===== src/rtl/text_ram_port_sched_if.sv =====
// CPU-side request/acknowledge bus for the text RAM port-B scheduler.
// The CPU drives the request fields; the scheduler returns ack and read data.
interface text_ram_port_sched_if #(
   parameter int AW = 12,
   parameter int DW = 32
);
   logic          cpu_req;
   logic          cpu_we;
   logic [AW-1:0] cpu_addr;
   logic [DW-1:0] cpu_wdata;
   logic          cpu_ack;
   logic [DW-1:0] cpu_rdata;

   modport master (
      output cpu_req, cpu_we, cpu_addr, cpu_wdata,
      input  cpu_ack, cpu_rdata
   );

   modport slave (
      input  cpu_req, cpu_we, cpu_addr, cpu_wdata,
      output cpu_ack, cpu_rdata
   );
endinterface


===== src/rtl/text_ram_port_sched.sv =====
// Shares port B of the text character RAM between the CPU bus and a screen-clear
// engine; one registered port-B operation per cycle, with CPU requests taking priority.
module text_ram_port_sched #(
   parameter int AW        = 12,
   parameter int DW        = 32,
   parameter int CLR_WORDS = 4096
) (
   input  logic                   clk,
   input  logic                   rst,
   text_ram_port_sched_if.slave   cpu,
   input  logic                   clr_start,
   input  logic [DW-1:0]          clr_value,
   output logic                   clr_busy,
   output logic                   clr_done,
   output logic [AW-1:0]          addr_b,
   output logic [DW-1:0]          data_b,
   output logic                   we_b,
   input  logic [DW-1:0]          q_b
);

   typedef enum logic {IDLE, CLEAR} state_t;

   localparam logic [AW:0] LAST = (AW+1)'(CLR_WORDS - 1);

   state_t        state, state_n;
   logic [AW:0]   cnt, cnt_n;
   logic [DW-1:0] fill, fill_n;
   logic          wr_ack, rd_s1, rd_s2;
   logic          cpu_grant;
   logic          clr_issue, clr_last;
   logic [AW-1:0] clr_addr;
   logic [DW-1:0] clr_data;

   // An accepted clear with no competing CPU grant writes word 0 in the accept slot itself.
   always_comb begin
      state_n   = state;
      cnt_n     = cnt;
      fill_n    = fill;
      clr_issue = 1'b0;
      clr_last  = 1'b0;
      clr_addr  = cnt[AW-1:0];
      clr_data  = fill;
      cpu_grant = cpu.cpu_req && !(wr_ack || rd_s1 || rd_s2);
      case (state)
         IDLE: begin
            if (clr_start) begin
               fill_n  = clr_value;
               cnt_n   = '0;
               state_n = CLEAR;
               if (!cpu_grant) begin
                  clr_issue = 1'b1;
                  clr_addr  = '0;
                  clr_data  = clr_value;
                  cnt_n     = (AW+1)'(1);
                  clr_last  = (LAST == '0);
                  if (clr_last) state_n = IDLE;
               end
            end
         end
         CLEAR: begin
            if (!cpu_grant) begin
               clr_issue = 1'b1;
               cnt_n     = cnt + 1'b1;
               clr_last  = (cnt == LAST);
               if (clr_last) state_n = IDLE;
            end
         end
         default: state_n = IDLE;
      endcase
   end

   always_ff @(posedge clk) begin
      if (rst) begin
         state    <= IDLE;
         cnt      <= '0;
         fill     <= '0;
         we_b     <= 1'b0;
         addr_b   <= '0;
         data_b   <= '0;
         wr_ack   <= 1'b0;
         rd_s1    <= 1'b0;
         rd_s2    <= 1'b0;
         clr_busy <= 1'b0;
         clr_done <= 1'b0;
      end else begin
         state    <= state_n;
         cnt      <= cnt_n;
         fill     <= fill_n;
         wr_ack   <= cpu_grant && cpu.cpu_we;
         rd_s1    <= cpu_grant && !cpu.cpu_we;
         rd_s2    <= rd_s1;
         clr_done <= clr_last;
         clr_busy <= (state_n == CLEAR) || clr_last;
         we_b     <= cpu_grant ? cpu.cpu_we : clr_issue;
         if (cpu_grant) begin
            addr_b <= cpu.cpu_addr;
            if (cpu.cpu_we) data_b <= cpu.cpu_wdata;
         end else if (clr_issue) begin
            addr_b <= clr_addr;
            data_b <= clr_data;
         end
      end
   end

   // The read tag marks the q_b cycle that belongs to a CPU read; clear writes never set it.
   assign cpu.cpu_ack   = wr_ack || rd_s2;
   assign cpu.cpu_rdata = rd_s2 ? q_b : '0;

endmodule


===== src/flat_wrapper.sv =====
// flat-port wrapper written by rule: the top's interface ports become plain ports
module text_ram_port_sched_flat 
#(
   parameter int AW        = 12,
   parameter int DW        = 32,
   parameter int CLR_WORDS = 4096
)
  (clk, rst, clr_start, clr_value, clr_busy, clr_done, addr_b, data_b, we_b, q_b, cpu_cpu_req, cpu_cpu_we, cpu_cpu_addr, cpu_cpu_wdata, cpu_cpu_ack, cpu_cpu_rdata);
  text_ram_port_sched_if #(.AW(AW), .DW(DW)) cpu_i ();
  input  logic clk;
  input  logic rst;
  input  logic clr_start;
  input  logic [DW-1:0] clr_value;
  output logic clr_busy;
  output logic clr_done;
  output logic [AW-1:0] addr_b;
  output logic [DW-1:0] data_b;
  output logic we_b;
  input  logic [DW-1:0] q_b;
  input wire logic [$bits(cpu_i.cpu_req)-1:0] cpu_cpu_req;
  input wire logic [$bits(cpu_i.cpu_we)-1:0] cpu_cpu_we;
  input wire logic [$bits(cpu_i.cpu_addr)-1:0] cpu_cpu_addr;
  input wire logic [$bits(cpu_i.cpu_wdata)-1:0] cpu_cpu_wdata;
  output wire logic [$bits(cpu_i.cpu_ack)-1:0] cpu_cpu_ack;
  output wire logic [$bits(cpu_i.cpu_rdata)-1:0] cpu_cpu_rdata;
  assign cpu_i.cpu_req = cpu_cpu_req;
  assign cpu_i.cpu_we = cpu_cpu_we;
  assign cpu_i.cpu_addr = cpu_cpu_addr;
  assign cpu_i.cpu_wdata = cpu_cpu_wdata;
  assign cpu_cpu_ack = cpu_i.cpu_ack;
  assign cpu_cpu_rdata = cpu_i.cpu_rdata;
  text_ram_port_sched #(.AW(AW), .DW(DW), .CLR_WORDS(CLR_WORDS)) u_core (.clk(clk), .rst(rst), .cpu(cpu_i), .clr_start(clr_start), .clr_value(clr_value), .clr_busy(clr_busy), .clr_done(clr_done), .addr_b(addr_b), .data_b(data_b), .we_b(we_b), .q_b(q_b));
endmodule

===== config.mk =====
export PLATFORM = sky130hd
export DESIGN_NAME = text_ram_port_sched_flat
export DESIGN_NICKNAME = d
export VERILOG_FILES = /design/src/rtl/text_ram_port_sched_if.sv /design/src/rtl/text_ram_port_sched.sv /design/src/flat_wrapper.sv
export SDC_FILE = /design/constraint.sdc
export NUM_CORES = 1
export LEC_CHECK = 0
export BUFFER_PORTS_ARGS = -buffer_cell sky130_fd_sc_hd__buf_2
export CAP_MARGIN = 20
export CELL_PAD_IN_SITES_DETAIL_PLACEMENT = 1
export CELL_PAD_IN_SITES_GLOBAL_PLACEMENT = 1
export CORE_ASPECT_RATIO = 0.7
export CORE_MARGIN = 4
export CORE_UTILIZATION = 33
export DETAILED_ROUTE_END_ITERATION = 8
export PLACE_DENSITY = 0.88
export SYNTH_ARGS = -nofsm -noshare
export SYNTH_HDL_FRONTEND = slang
export SYNTH_SLANG_ARGS = --single-unit
export TNS_END_PERCENT = 100

===== constraint.sdc =====
create_clock -name clk -period 2.2 [get_ports clk]
set_input_delay 0.44 -clock clk [delete_from_list [all_inputs] [get_ports clk]]
set_output_delay 0.44 -clock clk [all_outputs]
set_load 0.01 [all_outputs]

* Word level (Yosys, flattened, before mapping)
Cells that the tools add are included.
** Storage, ports and cells
- Flip-flop bits (word level) :: 96
- Input port bits :: 113
** Cells by class
- Add/sub/neg operators :: 1
- Equality and inequality tests :: 4
- Mux-type cells :: 24
- Bitwise logic cells :: 1
- Reduce and logical (&&, ||, !) cells :: 12
** Operators by type and width (number)
- $mux 32 :: 6
- $mux 12 :: 4
- $mux 13 :: 2
- $pmux 13 s2 :: 1
- $add 13x1->13 const B :: 1
- $eq 13x12->1 const B :: 1
- $mux 1 :: 8
- $ne 2x2->1 const B :: 3
- $pmux 1 s2 :: 3
- $logic_or 1x1->1 :: 4
- $reduce_and 2->1 :: 2
- $logic_and 1x1->1 :: 3
- $logic_not 1->1 :: 2
- $reduce_bool 2->1 :: 1
- $not 1->1 :: 1

* Longest topological paths before layout
- Depth after elaboration :: 9
- Gate-level depth with buffers :: 6
- Mapped depth without buffers :: 5

* Least setup slack after synthesis
OpenSTA, ideal clock, no wires.
- Kind :: input -> register
- From :: input cpu_cpu_req
- To :: register u_core.data_b[10]
- Library setup time :: 0.114 ns
- Arrival :: 1.783 ns
- Setup slack :: 0.303 ns
- Stages :: 5
- Path buffers :: 1
- Path through :: or4b_4 mux2_2 clkbuf_1 nor2_1 a2111oi_0
** On the way
- Word-level cells in the longest chain between the ends :: 6
- Elaborated cells on any way between the ends :: 8
** Ends and longest elaborated chain
- start, declared :: line flat_wrapper.sv:20 : input wire logic [$bits(cpu_i.cpu_req)-1:0] cpu_cpu_req;
- $logic_and 1x1->1 (*) :: line text_ram_port_sched.sv:43 : cpu_grant = cpu.cpu_req && !(wr_ack || rd_s1 || rd_s2);
- $mux 1 :: line text_ram_port_sched.sv:50, text_ram_port_sched.sv:61
- $mux 1 :: line text_ram_port_sched.sv:46 : if (clr_start) begin
- $pmux 1 s2 :: line text_ram_port_sched.sv:44 : case (state)
- $reduce_bool 2->1 (no line)
- $reduce_and 2->1 (no line)
- end signal, assigned :: line text_ram_port_sched.sv:97 : if (cpu.cpu_we) data_b <= cpu.cpu_wdata;
- end signal, assigned :: line text_ram_port_sched.sv:100 : data_b <= clr_data;
- end, declared :: line text_ram_port_sched.sv:16 : output logic [DW-1:0] data_b,
Mark *: on every way between the ends. The rest lies on a longest branch, timed or not.
A chain may end at the register's enable or synchronous reset.

* Worst setup path after layout
- From :: register u_core.rd_s1
- To :: register u_core.data_b[25]
** On the way
- Word-level cells in the longest chain between the ends :: 9
- Elaborated cells on any way between the ends :: 11
** Ends and longest elaborated chain
- start, declared :: line text_ram_port_sched.sv:28 : logic wr_ack, rd_s1, rd_s2;
- start signal, assigned :: line text_ram_port_sched.sv:90 : rd_s1 <= cpu_grant && !cpu.cpu_we;
- $logic_or 1x1->1 (*) (2 in series) :: line text_ram_port_sched.sv:43
- $logic_not 1->1 (*) :: line text_ram_port_sched.sv:43
- $logic_and 1x1->1 (*) :: line text_ram_port_sched.sv:43
- $mux 1 :: line text_ram_port_sched.sv:50, text_ram_port_sched.sv:61
- $mux 1 :: line text_ram_port_sched.sv:46
- $pmux 1 s2 :: line text_ram_port_sched.sv:44
- $reduce_bool 2->1 (no line)
- $reduce_and 2->1 (no line)
Marks and branches as above.

==> flow_metrics.env <==
export IMPL_grt_max_degree=66
export IMPL_crit_fanout=23
export IMPL_root_buffer="clkbuf_16"
export IMPL_hold_violations=0
export IMPL_drtIter0Drc=157
export IMPL_cts_hold_buf=0
export IMPL_area_delta_synth_final_pct=35.3
export IMPL_wirelength_mm=15.2
export IMPL_critPathRequiredTime_ns=2.37
export IMPL_clk_pin_slew_ns=0.07
export IMPL_ant_nets=0
export IMPL_post_cts_setup_buffers=0
export IMPL_cts_buffers=9
export IMPL_ios=193
export IMPL_crit_chain="or4b_4 > mux2_2 > buf_12 > nor2_1 > a2111oi_0"
export IMPL_setup_viol=0
export IMPL_critical_path_class="flip-flop to flip-flop"
export IMPL_status="finished clean"
export IMPL_place_gp_congestion=0.842
export IMPL_endpoint="u_core.data_b[25]"
export IMPL_synth_ff_type="dfxtp_1"
export IMPL_synth_seq_cells=96
export IMPL_end_kind="flip-flop"
export IMPL_r2r_start="u_core.rd_s1"
export IMPL_fin_crit_ns=2.10
export IMPL_startpoint="u_core.rd_s1"
export IMPL_synth_top_area_share_pct=45.6
export IMPL_r2r_slack_ns=0.10
export IMPL_grt_pass1_vias=4676
export IMPL_start_util_pct=33.8
export IMPL_slowest_delay_ns=0.59
export IMPL_power_density_mw_per_mm2=768
export IMPL_drc=0
export IMPL_synth_distinct_cells=36
export IMPL_yosysTopAreaCell="dfxtp_1"
export IMPL_synth_nets=631
export IMPL_reg2reg_depth=5
export IMPL_maxCapViolCount=0
export IMPL_synth_edff_count=0
export IMPL_design_die_area_mm2=0.0147
export IMPL_arrival_ns=2.27
export IMPL_cts_resized=0
export IMPL_ir_drop_mv=0.377
export IMPL_synth_seq_area_share_pct=45.6
export IMPL_cpMaxStageDelayCell="or4b_4"
export IMPL_wl_per_cell_um=17.6
export IMPL_vias_per_cell=5.31
export IMPL_leakage_nw=2.56
export IMPL_grt_pass1_wl_mm=23.3
export IMPL_yosys_warnings=0
export IMPL_core_area_mm2=0.0125
export IMPL_port_buffers=192
export IMPL_syn_area_per_cell_um2=8.16
export IMPL_synthArstFlopShare_pct=0
export IMPL_synth_area_leaders="dfxtp_1, nor2_1, nand2_1, and2_1, a2111oi_0"
export IMPL_clk_latency_ns=0.34
export IMPL_clock_skew_ns=0.00710
export IMPL_overflow=0
export IMPL_dp_cells=844
export IMPL_crit_path_start_kind="flip-flop"
export IMPL_crit_cells=5
export IMPL_fin_cells=862
export IMPL_die_w_um=143
export IMPL_final_nets=807
export IMPL_cts_sinks=96
export IMPL_globalRouteTotalUtil_pct=19.7
export IMPL_dp_hpwl_mm=11.3
export IMPL_critPathTopFamily="simple AND/OR/NAND/NOR gates"
export IMPL_synth_top_cells_by_count="dfxtp_1, nor2_1, nand2_1"
export IMPL_synth_cells=517
export IMPL_hold_class="input pin to flip-flop"
export IMPL_crit_buf_inv=1
export IMPL_utilization_pct=45.8
export IMPL_die_y_um=103
export IMPL_slew_viol_final=0
export IMPL_tightest_slew_ns=0.541
export IMPL_cts_tree="yes"
export IMPL_min_period_over_period_pct=95.2
export IMPL_synth_most_common_cell="dfxtp_1"
export IMPL_reg2reg_to="u_core.data_b[25]"
export IMPL_vias=4574
export IMPL_drt_first_pass_iters=4
export IMPL_htreeDepth=3
export IMPL_rows=34
export IMPL_rsz0062_at_grt="false"
export IMPL_max_freq_ghz=0.477
export IMPL_clock_path_buffers=2
export IMPL_antenna_found_initial=2
export IMPL_drive_gt1_share_pct=33.4
export IMPL_relSlewSlack_pct=63.2
export IMPL_netlist_area_mm2=0.00422
[worst register-to-register path, cell delays in order (launching register included)]
cell       delay (ns)
dfxtp_1          0.34
or4b_4           0.59
mux2_2           0.29
buf_12           0.17
nor2_1           0.07
a2111oi_0        0.49
[layer usage]
metal  track usage [%]  part of all wire, %  up-vias
li1                  -                    -     2192
met1              23.4                   42     2194
met2              34.3                   47      163
met3              7.00                  9.6       25
met4              5.41                  1.7        0
met5                 0                    0        -
[final cells by class]
class / instances / area, µm²
antenna: 2 / 5.00
tap: 162 / 203
multi-input combinational: 377 / 2120
sequential: 96 / 1920
clock inverter: 6 / 91.3
fill: 1558 / 6760
timing repair buffer: 208 / 1120
clock buffer: 10 / 239
inverter: 1 / 3.75
[how the worst min path moves through the flow]
| stage | slack (ns) | start | cells past startpoint | endpoint |
|---|---|---|---|---|
| floorplan | 0.44 | u_core.fill[0] | 2 | u_core.fill[0] |
| global placement | 0.44 | u_core.data_b[17] | 2 | u_core.data_b[17] |
| detailed placement | 0.45 | u_core.fill[21] | 2 | u_core.fill[21] |
| CTS | 0.34 | clr_value[8] | 3 | u_core.fill[8] |
| global route | 0.36 | clr_value[8] | 3 | u_core.fill[8] |
| finish | 0.35 | clr_value[0] | 3 | u_core.fill[0] |
[placed cells by master (no fill, tap or decap), types with 2 or more instances in the layout]
cell / synthesis / routed
clkbuf_16: 0 / 9
nand3_1: 8 / 8
or2_2: 2 / 2
o21ai_0: 2 / 2
o211ai_1: 3 / 3
nand4_1: 2 / 2
o311ai_0: 2 / 2
a31oi_1: 6 / 6
or3_1: 4 / 4
and4_1: 2 / 2
a211oi_1: 14 / 14
dfxtp_1: 96 / 96
nor3b_1: 12 / 12
a21oi_1: 40 / 40
diode_2: 0 / 2
a211o_1: 9 / 9
a2111oi_0: 23 / 22
mux2i_1: 9 / 9
and2_1: 33 / 33
or4_1: 4 / 4
clkinvlp_4: 0 / 3
nor2_1: 85 / 85
nand2_1: 65 / 64
buf_4: 0 / 13
nor3_1: 17 / 17
buf_2: 2 / 192
bufinv_16: 0 / 2
o22ai_1: 23 / 23
and3_1: 3 / 3
buf_12: 0 / 3
[state kept, by name, indices dropped and copies added (netlist names)]
signal / count
u_core.wr_ack: 1
u_core.clr_busy: 1
u_core.state: 1
u_core.we_b: 1
u_core.rd_s1: 1
u_core.cnt: 13
u_core.addr_b: 12
u_core.clr_done: 1
u_core.fill: 32
u_core.rd_s2: 1
u_core.data_b: 32
[through the flow]
stage | hold WS [ns] | power [mW] | worst slack [ns] | TNS [ns] | cell area [µm²]
floorplan | 0.436 | 2.36 | 0.303 | 0 | 4220
global placement | 0.436 | 2.66 | 0.226 | 0 | 5370
detailed placement | 0.448 | 2.71 | -0.0545 | -0.0545 | 5370
CTS | 0.344 | 4.44 | 0.0629 | 0 | 5700
global route | 0.355 | 4.60 | 0.0397 | 0 | 5710
finish | 0.353 | 4.39 | 0.105 | 0 | 5710
[cell families (layout without fill, tap and decap cells)]
family | Yosys count | count (layout) | share of synthesized area (%)
simple gates | 241 | 241 | 27.1
compound gates | 124 | 124 | 19.8
flops | 96 | 96 | 45.6
buf+inv | 44 | 225 | 4.33
mux | 11 | 11 | 2.94
fa+ha+maj | 1 | 1 | 0.297
other cells | 0 | 2 | 0
[power breakdown]
group | total, mW | leakage, nW | internal, mW | switching [mW]
combinational | 0.742 | 1.62 | 0.314 | 0.428
clock | 1.72 | 0.151 | 1.03 | 0.686
sequential | 1.93 | 0.790 | 1.86 | 0.0660
Note: power is estimated with default switching activity, not from simulation.
